`config.mk`:
```
export PLATFORM = sky130hd
export DESIGN_NAME = fetch_controller
export DESIGN_NICKNAME = d
export VERILOG_FILES = /design/src/rtl/fetch_pkg.sv /design/src/rtl/fetch_fifo.sv /design/src/rtl/fetch_controller.sv
export SDC_FILE = /design/constraint.sdc
export NUM_CORES = 1
export LEC_CHECK = 0
export CORE_MARGIN = 1
export CORE_UTILIZATION = 43
export DETAILED_ROUTE_END_ITERATION = 12
export HOLD_SLACK_MARGIN = 0.03
export PLACE_DENSITY = 0.73
export SLEW_MARGIN = 10
export SYNTH_ARGS = -nofsm -noshare
export SYNTH_HDL_FRONTEND = slang
export SYNTH_SLANG_ARGS = --single-unit
```
`constraint.sdc`:
```
create_clock -name clk -period 9.1 [get_ports clk]
set_input_delay 1.82 -clock clk [delete_from_list [all_inputs] [get_ports clk]]
set_output_delay 1.82 -clock clk [all_outputs]
set_load 0.02 [all_outputs]
```
`src/rtl/fetch_pkg.sv`:
```
// rtl/fetch_pkg.sv - shared types and constants for the instruction fetch unit
package fetch_pkg;

    // One prefetched instruction together with the address it was fetched from
    typedef struct packed {
        logic [31:0] pc;
        logic [31:0] instr;
    } fetch_entry_t;

    // addi x0, x0, 0 - presented to decode whenever nothing is buffered
    localparam logic [31:0] NOP_INSTR = 32'h0000_0013;

    typedef enum logic [1:0] {
        ST_IDLE  = 2'd0,
        ST_FETCH = 2'd1,
        ST_HOLD  = 2'd2
    } fetch_state_t;

endpackage

```
`src/rtl/fetch_fifo.sv`:
```
// rtl/fetch_fifo.sv - prefetch buffer holding fetched entries until decode takes them
module fetch_fifo
    import fetch_pkg::*;
#(
    parameter int BUF_DEPTH = 2
) (
    input  logic         clk,
    input  logic         rst_n,
    input  logic         push,
    input  logic         pop,
    input  logic         flush,
    input  fetch_entry_t wdata,
    output logic         full,
    output logic         almost_full,
    output logic         empty,
    output fetch_entry_t head
);

    localparam int PTR_W = $clog2(BUF_DEPTH);
    localparam logic [PTR_W:0] DEPTH_C = (PTR_W + 1)'(BUF_DEPTH);

    fetch_entry_t     mem_q [BUF_DEPTH];
    fetch_entry_t     mem_d [BUF_DEPTH];
    logic [PTR_W-1:0] wr_ptr_q, wr_ptr_d;
    logic [PTR_W-1:0] rd_ptr_q, rd_ptr_d;
    logic [PTR_W:0]   count_q, count_d;
    logic             do_push, do_pop;

    // A push into a full buffer is only legal when the head leaves in the same cycle
    assign do_push = push && (!full || pop);
    assign do_pop  = pop && !empty;

    // Pointer, count and storage updates; flush discards everything in one cycle
    always_comb begin
        mem_d    = mem_q;
        wr_ptr_d = wr_ptr_q;
        rd_ptr_d = rd_ptr_q;
        count_d  = count_q;
        if (flush) begin
            wr_ptr_d = '0;
            rd_ptr_d = '0;
            count_d  = '0;
        end else begin
            if (do_push) begin
                mem_d[wr_ptr_q] = wdata;
                wr_ptr_d        = wr_ptr_q + 1'b1;
            end
            if (do_pop) begin
                rd_ptr_d = rd_ptr_q + 1'b1;
            end
            if (do_push && !do_pop) begin
                count_d = count_q + 1'b1;
            end else if (!do_push && do_pop) begin
                count_d = count_q - 1'b1;
            end
        end
    end

    // Entry storage needs no reset: it is only visible through a non-empty count
    always_ff @(posedge clk) begin
        mem_q <= mem_d;
    end

    // Occupancy state, cleared asynchronously
    always_ff @(posedge clk or negedge rst_n) begin
        if (!rst_n) begin
            wr_ptr_q <= '0;
            rd_ptr_q <= '0;
            count_q  <= '0;
        end else begin
            wr_ptr_q <= wr_ptr_d;
            rd_ptr_q <= rd_ptr_d;
            count_q  <= count_d;
        end
    end

    assign full        = (count_q == DEPTH_C);
    assign almost_full = (count_q == DEPTH_C - 1'b1);
    assign empty       = (count_q == '0);
    assign head        = mem_q[rd_ptr_q];

endmodule

```
`src/rtl/fetch_controller.sv`:
```
// rtl/fetch_controller.sv - sequential instruction fetch with prefetch buffer and redirect
module fetch_controller
    import fetch_pkg::*;
#(
    parameter logic [31:0] RESET_PC  = 32'h0000_0000,
    parameter int          BUF_DEPTH = 2
) (
    input  logic        clk,
    input  logic        rst_n,
    input  logic        fetch_en,
    output logic [31:0] imem_addr,
    input  logic [31:0] imem_rdata,
    input  logic        redirect_valid,
    input  logic [31:0] redirect_pc,
    output logic        instr_valid,
    input  logic        instr_ready,
    output logic [31:0] instr,
    output logic [31:0] instr_pc,
    output logic        misaligned
);

    logic [31:0]  pc_q, pc_d;
    logic         mis_q, mis_d;
    fetch_state_t state_q, state_d;

    logic         full, almost_full, empty;
    logic         push, pop;
    fetch_entry_t head, push_entry;

    // A redirect outranks both buffer movements in its cycle
    assign pop        = !empty && instr_ready && !redirect_valid;
    assign push       = fetch_en && !redirect_valid && (!full || pop);
    assign push_entry = '{pc: pc_q, instr: imem_rdata};

    fetch_fifo #(
        .BUF_DEPTH(BUF_DEPTH)
    ) u_fifo (
        .clk        (clk),
        .rst_n      (rst_n),
        .push       (push),
        .pop        (pop),
        .flush      (redirect_valid),
        .wdata      (push_entry),
        .full       (full),
        .almost_full(almost_full),
        .empty      (empty),
        .head       (head)
    );

    // Next fetch address: redirect target (word aligned) or sequential, wrapping at 2^32
    always_comb begin
        pc_d  = pc_q;
        mis_d = redirect_valid && (redirect_pc[1:0] != 2'b00);
        if (redirect_valid) begin
            pc_d = {redirect_pc[31:2], 2'b00};
        end else if (push) begin
            pc_d = pc_q + 32'd4;
        end
    end

    // Fetch state: idle when disabled, hold while the buffer is full and undrained
    always_comb begin
        state_d = state_q;
        if (!fetch_en) begin
            state_d = ST_IDLE;
        end else if (redirect_valid) begin
            state_d = ST_FETCH;
        end else begin
            case (state_q)
                ST_HOLD: state_d = pop ? ST_FETCH : ST_HOLD;
                default: state_d = (!pop && (full || (push && almost_full))) ? ST_HOLD : ST_FETCH;
            endcase
        end
    end

    // Control registers, cleared asynchronously so nothing in flight survives reset
    always_ff @(posedge clk or negedge rst_n) begin
        if (!rst_n) begin
            pc_q    <= RESET_PC;
            mis_q   <= 1'b0;
            state_q <= ST_IDLE;
        end else begin
            pc_q    <= pc_d;
            mis_q   <= mis_d;
            state_q <= state_d;
        end
    end

    assign imem_addr   = pc_q;
    assign misaligned  = mis_q;
    assign instr_valid = !empty;
    assign instr       = empty ? NOP_INSTR : head.instr;
    assign instr_pc    = empty ? 32'h0000_0000 : head.pc;

endmodule

```
Word-level counts from Yosys, hierarchy flattened
Index checks and enable logic that the tools add are counted.
- add/sub/neg operators: 5
- $lt $le $gt $ge: 3
- eq/ne operators: 1
- muxes and demuxes: 17
- bitwise gates (word level): 3
- reductions and logical operators: 23
- operators by type and width (operator ; count):
    2-to-1 mux 64 bit ; 4
    bitwise mux 128 bit ; 1
    2-to-1 mux 32 bit ; 4
    demux 64 bit (select 1 bit) ; 1
    adder 32 x 3 -> 32 bit (second input constant) ; 1
    logical AND 1 bit ; 10
    nonzero test 2 bit ; 4
    2-to-1 mux 2 bit ; 3
    zero test 1 bit ; 5
    >= comparator 2 bit (second input constant) ; 2
    2-to-1 mux 1 bit ; 4
    inverter 1 -> 2 bit ; 2
    nonzero test 3 bit ; 1
    adder 1 bit (second input constant) ; 2
    adder 2 x 1 -> 2 bit (second input constant) ; 1
    == test 2 bit (second input constant) ; 1
    zero test 2 bit ; 1
    less-than comparator 2 x 1 -> 1 bit (second input constant) ; 1
    AND reduction 2 bit ; 1
    subtractor 2 x 1 -> 2 bit (second input constant) ; 1
    logical OR 1 bit ; 1
    inverter 1 bit ; 1
- bits in registers: 165
- bits of input ports: 69
- output and inout bits: 98
- word-level logic and storage cells: 61

Logic depth before layout (Yosys ltp)
Gate-level depths: netlist of the first run.
- word-level depth: 12
- depth in mapped cells: 7
- gate-level depth less buffers: 5

Cells and area by module
From an unflattened synthesis of the first run, not the netlist that was laid out.
- cells, all modules: 507
- area total of the unflattened synthesis: 7144.4 µm²
- modules (own cells, without submodules) (module ; times used ; cells each ; area an instance (µm²) ; sequential area each (µm²)):
    fetch_fifo ; 1 ; 234 ; 4914.7 ; 3943.8
    fetch_controller ; 1 ; 273 ; 2229.6 ; 775.7

Least setup slack after synthesis of the first run
OpenSTA, ideal clock, no wires.
- kind: input -> register
- start: input port redirect_valid
- end: register u_fifo.mem_q[0] in the netlist's numbering, enable pin
- setup time: 0.571 ns
- arrival: 6.951 ns
- data required time: 8.529 ns
- path slack: 1.578 ns
- stages on the path: 4
- path buffers: 3
- cell sequence: clkbuf_1 > clkbuf_1 > clkbuf_1 > nor3b_1
- cells in the longest elaborated chain, start to end: 6
- elaborated cells on any way between the ends: 8
- classes of those cells: bitwise: 1; reduce/logical: 7
- ends and longest elaborated chain (what ; RTL line ; RTL):
    start: declaration ; fetch_controller.sv:13 ; input logic redirect_valid,
    zero test 1 bit ; fetch_controller.sv:31, fetch_controller.sv:32 ;
    logical AND 1 bit ; fetch_controller.sv:31 ; assign pop = !empty && instr_ready && !redirect_valid;
    logical OR 1 bit ; fetch_fifo.sv:30, fetch_controller.sv:32 ;
    logical AND 1 bit ; fetch_controller.sv:32 ; assign push = fetch_en && !redirect_valid && (!full || pop);
    logical AND 1 bit ; fetch_fifo.sv:30 ; assign do_push = push && (!full || pop);
    AND reduction 2 bit (no line) * ; - ;
    end signal: assignment ; fetch_fifo.sv:61 ; mem_q <= mem_d;
    end: declaration ; fetch_fifo.sv:22 ; fetch_entry_t mem_q [BUF_DEPTH];
Every way passes the cells marked *; elsewhere a longest branch is shown, timed or not.
A chain may end at the register's enable or synchronous reset.

Worst setup path in the final report of the first run
- start: register u_fifo.rd_ptr_q
- end: output port instr_pc[24]
- cells in the longest elaborated chain, start to end: 5
- ends and longest elaborated chain (what ; RTL line ; RTL):
    start: declaration ; fetch_fifo.sv:25 ; logic [PTR_W-1:0] rd_ptr_q, rd_ptr_d;
    start signal: assignment ; fetch_fifo.sv:72 ; rd_ptr_q <= rd_ptr_d;
    inverter 1 -> 2 bit (implied by the code) ; fetch_fifo.sv:80 ; assign head = mem_q[rd_ptr_q];
    2-to-1 mux 64 bit (implied by the code) (3 in series) ; fetch_fifo.sv:80 ;
    2-to-1 mux 32 bit ; fetch_controller.sv:93 ; assign instr_pc = empty ? 32'h0000_0000 : head.pc;
    end: declaration ; fetch_controller.sv:18 ; output logic [31:0] instr_pc,
Every way passes these cells. The select of a mux whose other input is x is not followed.

==> flow_summary.yaml, run 1 <==
outcome:
  status: "complete, no violations"
cts:
  clk_latency_ns: 0.42
  clk_pin_slew_ns: 0.06
  cts_setup_buffers: 0
  cts_made_buffers: 17
  postCtsHoldBufs: 0
  cts_sinks: 159
  cts_max_level: 4
  cts-root-buf: "clkbuf_16"
  cts_tree: "done"
  post_cts_resized: 0
  clk_path_buf_depth: 2
global_routing:
  grt_busiest_layer: "met2"
  grt_pass1_wl_um: 24100
  grt-ovfl-total: 0
  met3_usage: 0.0586
  antenna_found_initial: 0
  track_usage: 0.197
  met1_usage: 0.253
  grt_pass1_vias: 4710
  grt_start_max_net_pins: 64
  grt_use_met2: 0.323
layout:
  drive_gt1_frac: 0.0664
  finalNetCount: 735
  antenna_cells: 0
  syn2layout_area_growth_pct: 35.7
  post-route-util: 0.600
sta:
  setup_ws_ns: 4.63
  worst_pin_slew_ns: 1.13
  max_slew_margin: 0.244
  finalCritPeriodShare: 0.491
  max_clock_freq_mhz: 224
  rsz0062_at_grt: "false"
  clock_skew_ns: 0.0109
  finalSetupTns_ns: 0
  setup_viol: 0
  finalMaxSlewViolations: 0
  fin_crit_ns: 4.47
  final_hold_viol_count: 0
  fin_hold_ws_ns: 0.570
routing:
  wl_per_cell_um: 17.1
  num_vias: 4653
  drt_pass1_iterations: 6
  drt_wl_total_um: 15200
  drc_errors: 0
  drtIter0Drc: 324
  via_per_inst: 5.23
  antenna_left: 0
placement:
  hpwl_um: 9970
  place.port_buffers: 162
  gp_congestion: 0.795
  dp_slack_ns: 4.39
yosys:
  ys_types: 43
  avgSynthCellArea_sq_um: 13.3
  synth_most_common_cell: "edfxtp_1"
  synthCells: 509
  synth_common_cells: "edfxtp_1, nor2_1, mux2i_1"
  synth_top_area_share: 0.550
  synth-edff-count: 124
  synthArstFlopShare: 0.220
  yosysTopAreaCell: "edfxtp_1"
  synth_ff_type: "edfxtp_1"
  netlist_area_sq_um: 6770
  ys_warn_count: 0
  ys_seq_area_frac: 0.679
  synth.area.top_cells: "edfxtp_1, dfrtp_1, mux2i_1"
  ys_ff_latch: 159
die:
  die_w_um: 128
  core_area_sq_um: 15300
  die_h_um: 128
  start_util: 0.442
  io_pins: 167
  fp.dieArea_sq_um: 16300
  rows: 45
flow_run:
  cap_viol_max_count: 0
critical_path:
  cp-end-kind: "primary output"
  cp.arrival_ns: 2.65
  critPathLaunchType: "flop"
  worstPathMaxFanout: 63
  required_ns: 7.28
  critPathKind: "reg2out"
pwr:
  p_leak_nw: 3.12
  power_density_nw_per_um2: 205
  power.total_w: 0.00189
  ir_drop_mv: 0.128
hold_path:
  hold_class: "reg2reg"
==> routing by layer <==
metal / wire (um) / up-vias
met5: 0 / -
met4: 146 / 0
met3: 896 / 10
met2: 7230 / 177
met1: 6900 / 2250
li1: - / 2216
==> final timing paths <==
path,from,to,slack [ns],cells after the start
worst max-delay path,u_fifo.rd_ptr_q,instr_pc[24],4.63,3
worst min-delay path,imem_addr[28],u_fifo.mem_q[60],0.57,0
worst max register to register,u_fifo.count_q[1],u_fifo.mem_q[80],6.35,4
worst min register to register,imem_addr[28],u_fifo.mem_q[60],0.57,0
max in group asynchronous,rst_n,u_fifo.rd_ptr_q,7.02,1
min in group asynchronous,rst_n,imem_addr[18],1.48,1
==> cells in the final DEF (no fill, tap or decap), types with 5 or more instances in the layout <==
master | netlist | routed
inv_1 | 6 | 6
a31oi_1 | 13 | 13
o21ai_0 | 10 | 10
clkbuf_16 | 0 | 17
clkdlybuf4s50_1 | 0 | 161
mux2i_1 | 65 | 65
nand3_1 | 19 | 19
edfxtp_1 | 124 | 124
xor2_1 | 7 | 7
nand2_1 | 31 | 31
nor2_1 | 81 | 80
o211ai_1 | 5 | 5
buf_4 | 4 | 5
dfrtp_1 | 35 | 34
or4_1 | 22 | 22
o31ai_1 | 13 | 13
nand4_1 | 6 | 6
==> critical path: stages, from the launching register on <==
cell             delay [ns]
dfrtp_4                1.14
mux2i_1                0.19
nor2_1                 0.19
clkdlybuf4s50_1        0.63
==> flip-flops by register name (all words and copies together), names as in the netlist <==
signal           flops
u_fifo.mem_q       124
u_fifo.wr_ptr_q      1
misaligned           1
u_fifo.rd_ptr_q      1
u_fifo.count_q       2
imem_addr           30
==> stage by stage <==
stage / cells / cell area, sq um
finish: 889 / 9190
CTS: 889 / 9190
floorplan: 512 / 6780
global placement: 857 / 8570
detailed placement: 857 / 8570
global route: 889 / 9190
==> area by class of cell <==
cell class                 instances  area (sq um)
fill                            1209          6120
sequential                       159          4600
multi-input combinational        313          2020
timing repair buffer             167          1650
clock buffer                      20           437
tap                              211           264
clock inverter                    12           186
inverter                           7          26.3
==> kinds of logic (layout without fill, tap and decap cells) <==
| logic type | Yosys count | after routing | synth area share |
|---|---|---|---|
| other cells | 1 | 4 | 0.000554 |
| compound gates | 49 | 49 | 0.0477 |
| simple gates | 184 | 184 | 0.135 |
| flops | 159 | 159 | 0.679 |
| buf+inv | 40 | 206 | 0.0270 |
| fa+ha+maj | 1 | 1 | 0.00185 |
| mux | 65 | 65 | 0.0961 |
| xor+xnor | 10 | 10 | 0.0129 |
==> power by group <==
group	total, W	leakage [nW]	internal, W	switching [W]
Clock	0.000742	0.291	0.000461	0.000281
Sequential	0.000879	1.55	0.000831	0.0000485
Combinational	0.000265	1.28	0.000130	0.000135
Total	0.00189	3.12	0.00142	0.000464
No activity file was read; power rests on OpenSTA's default activity.
==> run 2: changes to the inputs <==
- PLACE_DENSITY: 0.73 -> 0.76
- clock period: 9.1 -> 3.69 ns (I/O delays scaled with it)
==> run 2 against run 1 <==
Largest power group unchanged. Hold slack lost 0.16 ns. Design area grew 0.42%. Sequential share of layout area shrank 0.21 points. Critical path depth grew 1. Setup slack lost 4.1 ns. Core utilization grew 0.25 points. Register-to-register slack lost 5.1 ns. Global-route usage shrank 0.38 points.
==> flow_summary.yaml, run 2 (synthesized netlist as in run 1, its figures left out) <==
outcome:
  status: "complete, no violations"
sta:
  finalSetupTns_ns: 0
  fin_crit_ns: 3.13
  final_hold_viol_count: 0
  finalMaxSlewViolations: 0
  clock_skew_ns: 0.00549
  setup_ws_ns: 0.565
  max_clock_freq_mhz: 320
  setup_viol: 0
  rsz0062_at_grt: "false"
  max_slew_margin: 0.453
  finalCritPeriodShare: 0.847
  worst_pin_slew_ns: 0.821
hold_path:
  hold_class: "in2async"
routing:
  antenna_left: 0
  drc_errors: 0
  via_per_inst: 5.24
  num_vias: 4681
  drtIter0Drc: 373
  wl_per_cell_um: 17.0
  drt_wl_total_um: 15200
  drt_pass1_iterations: 5
layout:
  final_common_cell: "clkdlybuf4s50_1"
  drive_gt1_frac: 0.0733
  multi_input_area_sq_um: 2030
  syn2layout_area_growth_pct: 36.3
  stdcell_count: 893
  n_fill_cell: 1215
  layout_common_cells: "clkdlybuf4s50_1, edfxtp_1, nor2_1"
  antenna_cells: 0
  finalNetCount: 739
  largest_reg_flops: 124
  seqCellArea_sq_um: 4600
  top_register: "u_fifo.mem_q"
critical_path:
  critPathKind: "reg2out"
  critPathLaunchType: "flop"
  crit_chain: "buf_12 -> mux2i_1 -> nor2_1 -> clkdlybuf4s50_1"
  cpMaxStageDelayCell: "dfrtp_4"
  required_ns: 2.95
  cpPeakStageDelay_ns: 0.70
  cp-end-kind: "primary output"
  cp.arrival_ns: 2.39
  worstPathMaxFanout: 42
die:
  core_area_sq_um: 15300
  start_util: 0.442
  die_w_um: 128
  die_h_um: 128
  rows: 45
  io_pins: 167
  fp.dieArea_sq_um: 16300
cts:
  clk_latency_ns: 0.42
  clk_pin_slew_ns: 0.06
  cts_max_level: 4
  cts_made_buffers: 17
  cts_tree: "done"
  clk_path_buf_depth: 2
  postCtsHoldBufs: 0
  cts_sinks: 159
  cts-root-buf: "clkbuf_16"
  post_cts_resized: 0
  cts_setup_buffers: 0
pwr:
  comb_power_share: 0.149
  clockPowerShare: 0.382
  power_density_nw_per_um2: 496
  p_seq_frac: 0.470
  power.total_w: 0.00458
  p_switching_w: 0.00114
  ir_drop_mv: 0.397
  intPower_w: 0.00343
  p_sw_frac: 0.250
  p_leak_nw: 3.15
global_routing:
  grt_pass1_vias: 4605
  grt-ovfl-total: 0
  track_usage: 0.193
  antenna_found_initial: 0
  grt_start_max_net_pins: 43
  grt_pass1_wl_um: 23700
placement:
  hpwl_um: 10400
  dp_cells: 861
  gp_congestion: 0.808
  dp_slack_ns: 0.546
  place.port_buffers: 162
flow_run:
  cap_viol_max_count: 0
[run 2: worst paths after layout]
| check | startpoint | to | slack [ns] | cells past startpoint |
|---|---|---|---|---|
| worst max-delay path | u_fifo.rd_ptr_q | instr_pc[24] | 0.56 | 4 |
| worst min-delay path | rst_n | imem_addr[16] | 0.41 | 1 |
| worst max register to register | imem_addr[2] | imem_addr[18] | 1.24 | 5 |
| worst min register to register | imem_addr[31] | u_fifo.mem_q[63] | 0.56 | 0 |
| max in group asynchronous | rst_n | u_fifo.rd_ptr_q | 2.67 | 1 |
| min in group clk | imem_addr[31] | u_fifo.mem_q[63] | 0.56 | 0 |
[run 2: final cells by class]
type	count	share of cell area
Inverter	7	0.00285
Clock inverter	15	0.0183
Multi-Input combinational cell	313	0.220
Clock buffer	17	0.0461
Tap cell	211	0.0286
Timing Repair Buffer	171	0.185
Sequential cell	159	0.499
[run 2: routing by layer]
metal	wire [um]	part of all wire	GRT usage
met5	0	0	0
met4	219	0.014	0.0749
met3	966	0.063	0.0473
met2	7450	0.49	0.323
met1	6590	0.43	0.244
[run 2: power by group through the flow]
stage / Sequential (W) / Clock, W / Combinational, W
final: 0.00215 / 0.00175 / 0.000680
after global routing: 0.00216 / 0.00185 / 0.000729
after CTS: 0.00215 / 0.00177 / 0.000689
after detailed placement: 0.00219 / 0 / 0.000686
after global placement: 0.00218 / 0 / 0.000674
after floorplan: 0.00219 / 0 / 0.000322
[run 2: through the flow]
| step | hold WS (ns) | cell area [sq um] | utilization |
|---|---|---|---|
| floorplan | 0.442 | 6790 | - |
| global placement | 0.535 | 8630 | 0.564 |
| detailed placement | 0.539 | 8630 | 0.564 |
| CTS | 0.425 | 9230 | 0.603 |
| global route | 0.465 | 9230 | 0.603 |
| finish | 0.412 | 9230 | 0.603 |
[run 2: critical path: cells and delay by family (launching register included)]
kind / cells / cell delay (ns)
muxes: 1 / 0.12
buffers and inverters: 2 / 0.98
DFF: 1 / 0.70
and+or+nand+nor: 1 / 0.13
